--- config.mk ---
export PLATFORM = sky130hd
export DESIGN_NAME = mvu_wrc_arbiter_flat
export DESIGN_NICKNAME = d
export VERILOG_FILES = /design/src/rtl/mvu_pkg.sv /design/src/rtl/mvu_wrc_arbiter_if.sv /design/src/rtl/mvu_wrc_arbiter_rr_pick.sv /design/src/rtl/mvu_wrc_arbiter.sv /design/src/flat_wrapper.sv
export SDC_FILE = /design/constraint.sdc
export NUM_CORES = 1
export LEC_CHECK = 0
export BUFFER_PORTS_ARGS = -buffer_cell sky130_fd_sc_hd__buf_2
export CORE_AREA = 3 3 296 298
export DETAILED_ROUTE_END_ITERATION = 7
export DIE_AREA = 0 0 299 301
export PLACE_DENSITY = 0.41
export SKIP_LAST_GASP = 1
export SLEW_MARGIN = 20
export SYNTH_ARGS = -nofsm -noshare
export SYNTH_HDL_FRONTEND = slang
export SYNTH_SLANG_ARGS = --single-unit
--- constraint.sdc ---
create_clock -name clk -period 4.3 [get_ports clk]
set_clock_uncertainty 0.2 [all_clocks]
set_input_delay 0.86 -clock clk [delete_from_list [all_inputs] [get_ports clk]]
set_output_delay 0.86 -clock clk [all_outputs]
set_load 0.05 [all_outputs]
--- src/rtl/mvu_pkg.sv ---
// Shared MVU accelerator constants and types: memory geometry, write-arbiter FSM states,
// and a small helper that sizes index and counter vectors.
package mvu_pkg;

    localparam int NMVU    = 8;
    localparam int BDBANKA = 15;
    localparam int BDBANKW = 64;

    typedef enum logic [1:0] {
        IDLE,
        BURST,
        DRAIN
    } wrc_arb_state_t;

    // Width needed to hold 0..n-1; never collapses to zero bits.
    function automatic int idx_width(int n);
        return (n > 1) ? $clog2(n) : 1;
    endfunction

endpackage

--- src/rtl/mvu_wrc_arbiter_if.sv ---
// Bundle of transposer write requests and MVU data-memory write-port signals.
// master = transposer/MVU side, slave = arbiter.
interface mvu_wrc_arbiter_if
    import mvu_pkg::*;
#(
    parameter int NREQ   = NMVU,
    parameter int ADDR_W = BDBANKA,
    parameter int DATA_W = BDBANKW
);

    logic [NREQ-1:0]        req_valid;
    logic [NREQ-1:0]        req_last;
    logic [NREQ*ADDR_W-1:0] req_addr;
    logic [NREQ*DATA_W-1:0] req_word;
    logic [NREQ-1:0]        req_ready;
    logic [NREQ-1:0]        wrc_en;
    logic [ADDR_W-1:0]      wrc_addr;
    logic [DATA_W-1:0]      wrc_word;
    logic [NREQ-1:0]        wrc_grnt;

    modport master (
        output req_valid, req_last, req_addr, req_word, wrc_grnt,
        input  req_ready, wrc_en, wrc_addr, wrc_word
    );

    modport slave (
        input  req_valid, req_last, req_addr, req_word, wrc_grnt,
        output req_ready, wrc_en, wrc_addr, wrc_word
    );

endinterface

--- src/rtl/mvu_wrc_arbiter_rr_pick.sv ---
// Combinational round-robin picker: first set bit of req at or after ptr, wrapping cyclically.
// Shared with the MVU read-port arbiter.
module rr_pick
    import mvu_pkg::*;
#(
    parameter int NREQ  = NMVU,
    parameter int IDX_W = idx_width(NREQ)
) (
    input  logic [NREQ-1:0]  req,
    input  logic [IDX_W-1:0] ptr,
    output logic [IDX_W-1:0] idx,
    output logic             found
);

    always_comb begin
        idx   = '0;
        found = 1'b0;
        for (int unsigned k = 0; k < NREQ; k++) begin
            if (!found && req[(32'(ptr) + k) % NREQ]) begin
                found = 1'b1;
                idx   = IDX_W'((32'(ptr) + k) % NREQ);
            end
        end
    end

endmodule

--- src/rtl/mvu_wrc_arbiter.sv ---
// Round-robin arbiter serialising transposer write bursts onto the shared MVU wrc port.
// Optional MVU_WRC_ARB_STATS_EN adds per-requester beat and stall counters.
module mvu_wrc_arbiter
    import mvu_pkg::*;
#(
    parameter int NREQ      = NMVU,
    parameter int ADDR_W    = BDBANKA,
    parameter int DATA_W    = BDBANKW,
    parameter int MAX_BURST = 16
) (
    input  logic                clk,
    input  logic                rst,
    mvu_wrc_arbiter_if.slave    bus,
    output logic                busy
`ifdef MVU_WRC_ARB_STATS_EN
    ,
    output logic [NREQ*32-1:0]  stat_beats,
    output logic [31:0]         stat_stall
`endif
);

    localparam int IDX_W = idx_width(NREQ);
    localparam int CNT_W = idx_width(MAX_BURST);

    wrc_arb_state_t    state, state_nxt;
    logic [IDX_W-1:0]  owner, owner_nxt;
    logic [IDX_W-1:0]  rr_ptr, rr_ptr_nxt;
    logic [CNT_W-1:0]  beat_cnt, beat_cnt_nxt;

    logic              out_valid;
    logic [IDX_W-1:0]  out_idx;
    logic [ADDR_W-1:0] out_addr;
    logic [DATA_W-1:0] out_word;

    logic [IDX_W-1:0]  pick_idx;
    logic              pick_found;
    logic              out_accept;
    logic              beat_take;
    logic              burst_end;

    rr_pick #(
        .NREQ  (NREQ),
        .IDX_W (IDX_W)
    ) u_pick (
        .req   (bus.req_valid),
        .ptr   (rr_ptr),
        .idx   (pick_idx),
        .found (pick_found)
    );

    // A grant-low stall frees no slot, so ready drops combinationally with wrc_grnt.
    assign out_accept = out_valid & bus.wrc_grnt[out_idx];
    assign beat_take  = (state == BURST) & bus.req_valid[owner] & (~out_valid | out_accept);
    assign burst_end  = beat_take & (bus.req_last[owner] | (beat_cnt == CNT_W'(MAX_BURST - 1)));

    always_ff @(posedge clk) begin
        if (rst) begin
            state    <= IDLE;
            owner    <= '0;
            rr_ptr   <= '0;
            beat_cnt <= '0;
        end else begin
            state    <= state_nxt;
            owner    <= owner_nxt;
            rr_ptr   <= rr_ptr_nxt;
            beat_cnt <= beat_cnt_nxt;
        end
    end

    always_comb begin
        state_nxt    = state;
        owner_nxt    = owner;
        rr_ptr_nxt   = rr_ptr;
        beat_cnt_nxt = beat_cnt;
        case (state)
            IDLE: begin
                if (pick_found) begin
                    state_nxt    = BURST;
                    owner_nxt    = pick_idx;
                    beat_cnt_nxt = '0;
                end
            end
            BURST: begin
                if (beat_take) begin
                    beat_cnt_nxt = beat_cnt + 1'b1;
                end
                if (burst_end) begin
                    state_nxt  = DRAIN;
                    rr_ptr_nxt = (owner == IDX_W'(NREQ - 1)) ? '0 : owner + 1'b1;
                end
            end
            DRAIN: begin
                if (out_accept) begin
                    state_nxt = IDLE;
                end
            end
            default: state_nxt = IDLE;
        endcase
    end

    always_ff @(posedge clk) begin
        if (rst) begin
            out_valid <= 1'b0;
            out_idx   <= '0;
            out_addr  <= '0;
            out_word  <= '0;
        end else if (beat_take) begin
            out_valid <= 1'b1;
            out_idx   <= owner;
            out_addr  <= bus.req_addr[owner*ADDR_W +: ADDR_W];
            out_word  <= bus.req_word[owner*DATA_W +: DATA_W];
        end else if (out_accept) begin
            out_valid <= 1'b0;
        end
    end

    assign bus.req_ready = beat_take ? (NREQ'(1) << owner) : '0;
    assign bus.wrc_en    = out_valid ? (NREQ'(1) << out_idx) : '0;
    assign bus.wrc_addr  = out_addr;
    assign bus.wrc_word  = out_word;
    assign busy          = (state != IDLE) | out_valid;

`ifdef MVU_WRC_ARB_STATS_EN
    always_ff @(posedge clk) begin
        if (rst) begin
            stat_beats <= '0;
            stat_stall <= '0;
        end else begin
            if (out_accept) begin
                stat_beats[out_idx*32 +: 32] <= stat_beats[out_idx*32 +: 32] + 32'd1;
            end
            if (out_valid && !out_accept) begin
                stat_stall <= stat_stall + 32'd1;
            end
        end
    end
`endif

    // Requesters must keep a beat presented until it is taken.
    for (genvar i = 0; i < NREQ; i++) begin : g_hold
        a_hold_valid: assert property (@(posedge clk)
            (!rst && bus.req_valid[i] && !bus.req_ready[i]) |=> bus.req_valid[i]);
    end

endmodule

--- src/flat_wrapper.sv ---
// flat-port wrapper written by rule: the top's interface ports become plain ports
module mvu_wrc_arbiter_flat import mvu_pkg::*;
#(
    parameter int NREQ      = NMVU,
    parameter int ADDR_W    = BDBANKA,
    parameter int DATA_W    = BDBANKW,
    parameter int MAX_BURST = 16
)
  (clk, rst, busy, bus_req_valid, bus_req_last, bus_req_addr, bus_req_word, bus_wrc_grnt, bus_req_ready, bus_wrc_en, bus_wrc_addr, bus_wrc_word);
  mvu_wrc_arbiter_if #(.NREQ(NREQ), .ADDR_W(ADDR_W), .DATA_W(DATA_W)) bus_i ();
  input  logic clk;
  input  logic rst;
  output logic busy;
  input wire logic [$bits(bus_i.req_valid)-1:0] bus_req_valid;
  input wire logic [$bits(bus_i.req_last)-1:0] bus_req_last;
  input wire logic [$bits(bus_i.req_addr)-1:0] bus_req_addr;
  input wire logic [$bits(bus_i.req_word)-1:0] bus_req_word;
  input wire logic [$bits(bus_i.wrc_grnt)-1:0] bus_wrc_grnt;
  output wire logic [$bits(bus_i.req_ready)-1:0] bus_req_ready;
  output wire logic [$bits(bus_i.wrc_en)-1:0] bus_wrc_en;
  output wire logic [$bits(bus_i.wrc_addr)-1:0] bus_wrc_addr;
  output wire logic [$bits(bus_i.wrc_word)-1:0] bus_wrc_word;
  assign bus_i.req_valid = bus_req_valid;
  assign bus_i.req_last = bus_req_last;
  assign bus_i.req_addr = bus_req_addr;
  assign bus_i.req_word = bus_req_word;
  assign bus_i.wrc_grnt = bus_wrc_grnt;
  assign bus_req_ready = bus_i.req_ready;
  assign bus_wrc_en = bus_i.wrc_en;
  assign bus_wrc_addr = bus_i.wrc_addr;
  assign bus_wrc_word = bus_i.wrc_word;
  mvu_wrc_arbiter #(.NREQ(NREQ), .ADDR_W(ADDR_W), .DATA_W(DATA_W), .MAX_BURST(MAX_BURST)) u_core (.clk(clk), .rst(rst), .bus(bus_i), .busy(busy));
endmodule
==> flow_summary.ini <==
[status]
status = completed

[clock_network]
clkSinkCount = 95
tritoncts = built
htreeDepth = 3
post-cts-setup-buffers = 0
cts_hold_buf = 0
clk_pin_slew_ns = 0.08
cts_buffers = 9
cts_buffer_depth = 2
clk_latency_ns = 0.38
clock-root-buffer = clkbuf_16
cts_resized = 0

[global_route]
grt_max_degree = 87
grt_overflow = 0
first_global_vias = 10900
track_usage_pct = 13.8
grt_pass1_wl_um = 86900
antenna_found_initial = 59

[floorplanning]
dieHeight_um = 301
fp-row-count = 107
io_pins = 754
die_area_mm2 = 0.0900
core_area_mm2 = 0.0851
fp.dieW_um = 299
initial_core_util_pct = 10.8

[logic_synthesis]
synthArstFlopShare_pct = 0
synth_nets = 1543
synth_ff_type = dfxtp_1
ys_warn_count = 0
syn-instance-count = 876
ys_seq_area_share_pct = 20.6
synth-edff-count = 0
synth-seq-cells = 95
ys_types = 56
syn-cell-area_mm2 = 0.00923
syn_area_per_cell_um2 = 10.5

[power]
power.switching_w = 0.00277
p_sw_share_pct = 47.5
p_int_w = 0.00306
power_frac_comb_pct = 63.7
p_clk_share_pct = 16.2
seqPwrFrac_pct = 20.1
power_density_mw_per_mm2 = 400
ir_worst_vdd_mv = 0.198
leakagePower_nw = 6.14

[setup_path]
end_kind = output port
worst-path-buf-inv = 2
crit_chain = buf_2 -> mux4_2 -> nand2_1 -> a221oi_4 -> and3_1 -> buf_2
cp.depth = 6
critPathLaunchType = primary input
arrival_ns = 2.62
slowest_stage = a221oi_4
cpPeakStageDelay_ns = 0.61
required_ns = 3.24
crit_type = primary input to output port
worst_path_dominant_cell_family = compound AO/OA/AOI/OAI gates
crit_top_cell = buf_2
crit_fanout = 10
reg2regPathDepth = 9

[sta]
slew_headroom_pct = 44.3
fin_crit_sh_pct = 85.7
setup-violations-final = 0
slew_viol_final = 0
timing.final.crit_period_ns = 3.68
setup-tns-final_ns = 0
rsz0062_at_grt = no
final-hold-violation-count = 0
worst_pin_slew_ns = 0.836
fmaxAchievable_ghz = 0.271
setup_ws_ns = 0.617

[drt]
via_per_inst = 3.90
ant_nets = 0
wl_per_cell_um = 23.9
drt_pass1_iterations = 5
dr_total_vias = 10600
drtIter0Drc = 591
wirelength_um = 65100
route.detailed.drc = 0

[hold_path]
whs_path_depth = 2
min_path_type = register to register

[flow_run]
drv_cap = 0

[placed_design]
pre_cts_slack_ns = 0.648
io_buffer_count = 753
gp_routability_congestion = 0.823
dp_hpwl_um = 57100

[layout]
nNetsFinal = 2229
area_growth_pct = 58.0
drive_gt1_share_pct = 62.7
fill_cells = 9753
==> power by group through the flow <==
stage | Sequential (W) | Clock [W] | Combinational [W]
3_3_place_gp | 0.00120 | 0 | 0.00379
5_1_grt | 0.00120 | 0.00104 | 0.00401
2_1_floorplan | 0.00174 | 0 | 0.00201
6_report | 0.00117 | 0.000943 | 0.00371
4_1_cts | 0.00118 | 0.00103 | 0.00379
3_5_place_dp | 0.00120 | 0 | 0.00378
==> Yosys cell counts, types with 2 or more instances <==
library cell  count  area share, %
nand2_1         182            7.4
mux4_2          176             43
nor2_1          103            4.2
dfxtp_1          95             21
a311oi_1         80            7.6
clkbuf_1         63            2.6
buf_2            29            1.6
mux2i_1          15            1.6
inv_1            10           0.41
ha_1              9            1.2
a21oi_1           8           0.43
nand3_1           8           0.43
and2_1            6           0.41
and3_1            6           0.41
a31oi_1           5           0.34
mux2_1            5           0.61
a221oi_1          4           0.38
nand2b_1          4           0.27
nor3_1            4           0.22
or2_1             4           0.27
xor2_1            4           0.38
a21o_1            3           0.24
buf_6             3           0.37
mux2_4            3           0.49
nand4_1           3           0.20
nor2b_1           3           0.20
or2_2             3           0.20
xnor2_1           3           0.28
a211oi_1          2           0.16
buf_1             2          0.081
nor3b_1           2           0.16
o21ai_0           2           0.11
o22ai_1           2           0.14
o31a_1            2           0.19
or3_1             2           0.14
==> logic make-up (layout without fill, tap and decap cells) <==
| family | Yosys count | count (layout) | synth area share (%) |
|---|---|---|---|
| AO/OA/AOI/OAI | 123 | 123 | 11.5 |
| XOR/XNOR | 7 | 7 | 0.664 |
| adder cells (fa/ha/maj) | 9 | 9 | 1.22 |
| buffers and inverters | 108 | 798 | 5.03 |
| flip-flops | 95 | 95 | 20.6 |
| multiplexers | 201 | 201 | 46.1 |
| other | 0 | 16 | 0 |
| AND/OR/NAND/NOR | 333 | 333 | 15.0 |
==> layer usage <==
metal  routed length (µm)  up-vias  track usage [%]
li1                     -     4849                -
met1                28100     5139             17.9
met2                28800      551             21.1
met3                 6480       85             5.22
met4                 1500       18             4.59
met5                  124        -                0
==> worst register-to-register path: cells and delay by family, from the launching register on <==
kind,cells,cell delay [ns]
compound gates,3,0.83
fa+ha+maj,1,0.40
buf+inv,2,0.37
flops,1,0.35
mux,3,1.06
==> state kept, by name, indices dropped and copies added, names as in the netlist <==
name                 count
u_core.bus.wrc_word     64
u_core.out_valid         1
u_core.beat_cnt          4
u_core.state             2
u_core.owner             3
u_core.out_idx           3
u_core.rr_ptr            3
u_core.bus.wrc_addr     15
==> worst paths after layout <==
| path | slack (ns) | from | to |
|---|---|---|---|
| setup reg to reg | 0.99 | u_core.rr_ptr[0] | u_core.owner[1] |
| setup / recovery | 0.62 | bus_req_valid[6] | bus_req_ready[1] |
| hold / removal | 0.30 | u_core.bus.wrc_word[33] | u_core.bus.wrc_word[33] |
| hold reg to reg | 0.30 | u_core.bus.wrc_word[33] | u_core.bus.wrc_word[33] |
==> layout by cell type, fill, tap and decap left out, drive strengths merged, types with 2 or more instances in the layout <==
master,n
buf,772
nand2,183
mux4,177
nor2,103
dfxtp,95
a311oi,80
diode,16
mux2i,15
inv,14
clkbuf,10
ha,9
mux2,9
nand3,8
a21oi,8
or2,7
and2,6
and3,6
a31oi,6
nand2b,4
nor3,4
xor2,4
a221oi,4
nor2b,3
xnor2,3
a21o,3
nand4,3
a211oi,2
or3,2
nor3b,2
o22ai,2
o21ai,2
o31a,2
==> stage by stage <==
step                      instances  cell area, µm²  total power [W]  util (%)  hold WS, ns
after floorplan                 876            9230          0.00375         -        0.279
after global placement         2695           14200          0.00499      16.7        0.285
after detailed placement       2695           14200          0.00498      16.7        0.288
after CTS                      2710           14500          0.00599      17.1        0.300
after global routing           2722           14600          0.00626      17.1        0.316
final                          2726           14600          0.00583      17.1        0.298
==> cell type report <==
type / instances / area [µm²] / area share, %
Clock buffer: 10 / 250 / 1.72
Sequential cell: 95 / 1910 / 13.1
Timing Repair Buffer: 772 / 3960 / 27.2
Clock inverter: 5 / 61.3 / 0.420
Antenna cell: 16 / 40.0 / 0.274
Inverter: 11 / 43.8 / 0.300
Multi-Input combinational cell: 673 / 6890 / 47.2
Tap cell: 1144 / 1430 / 9.81
(Power assumes the default switching activity.)
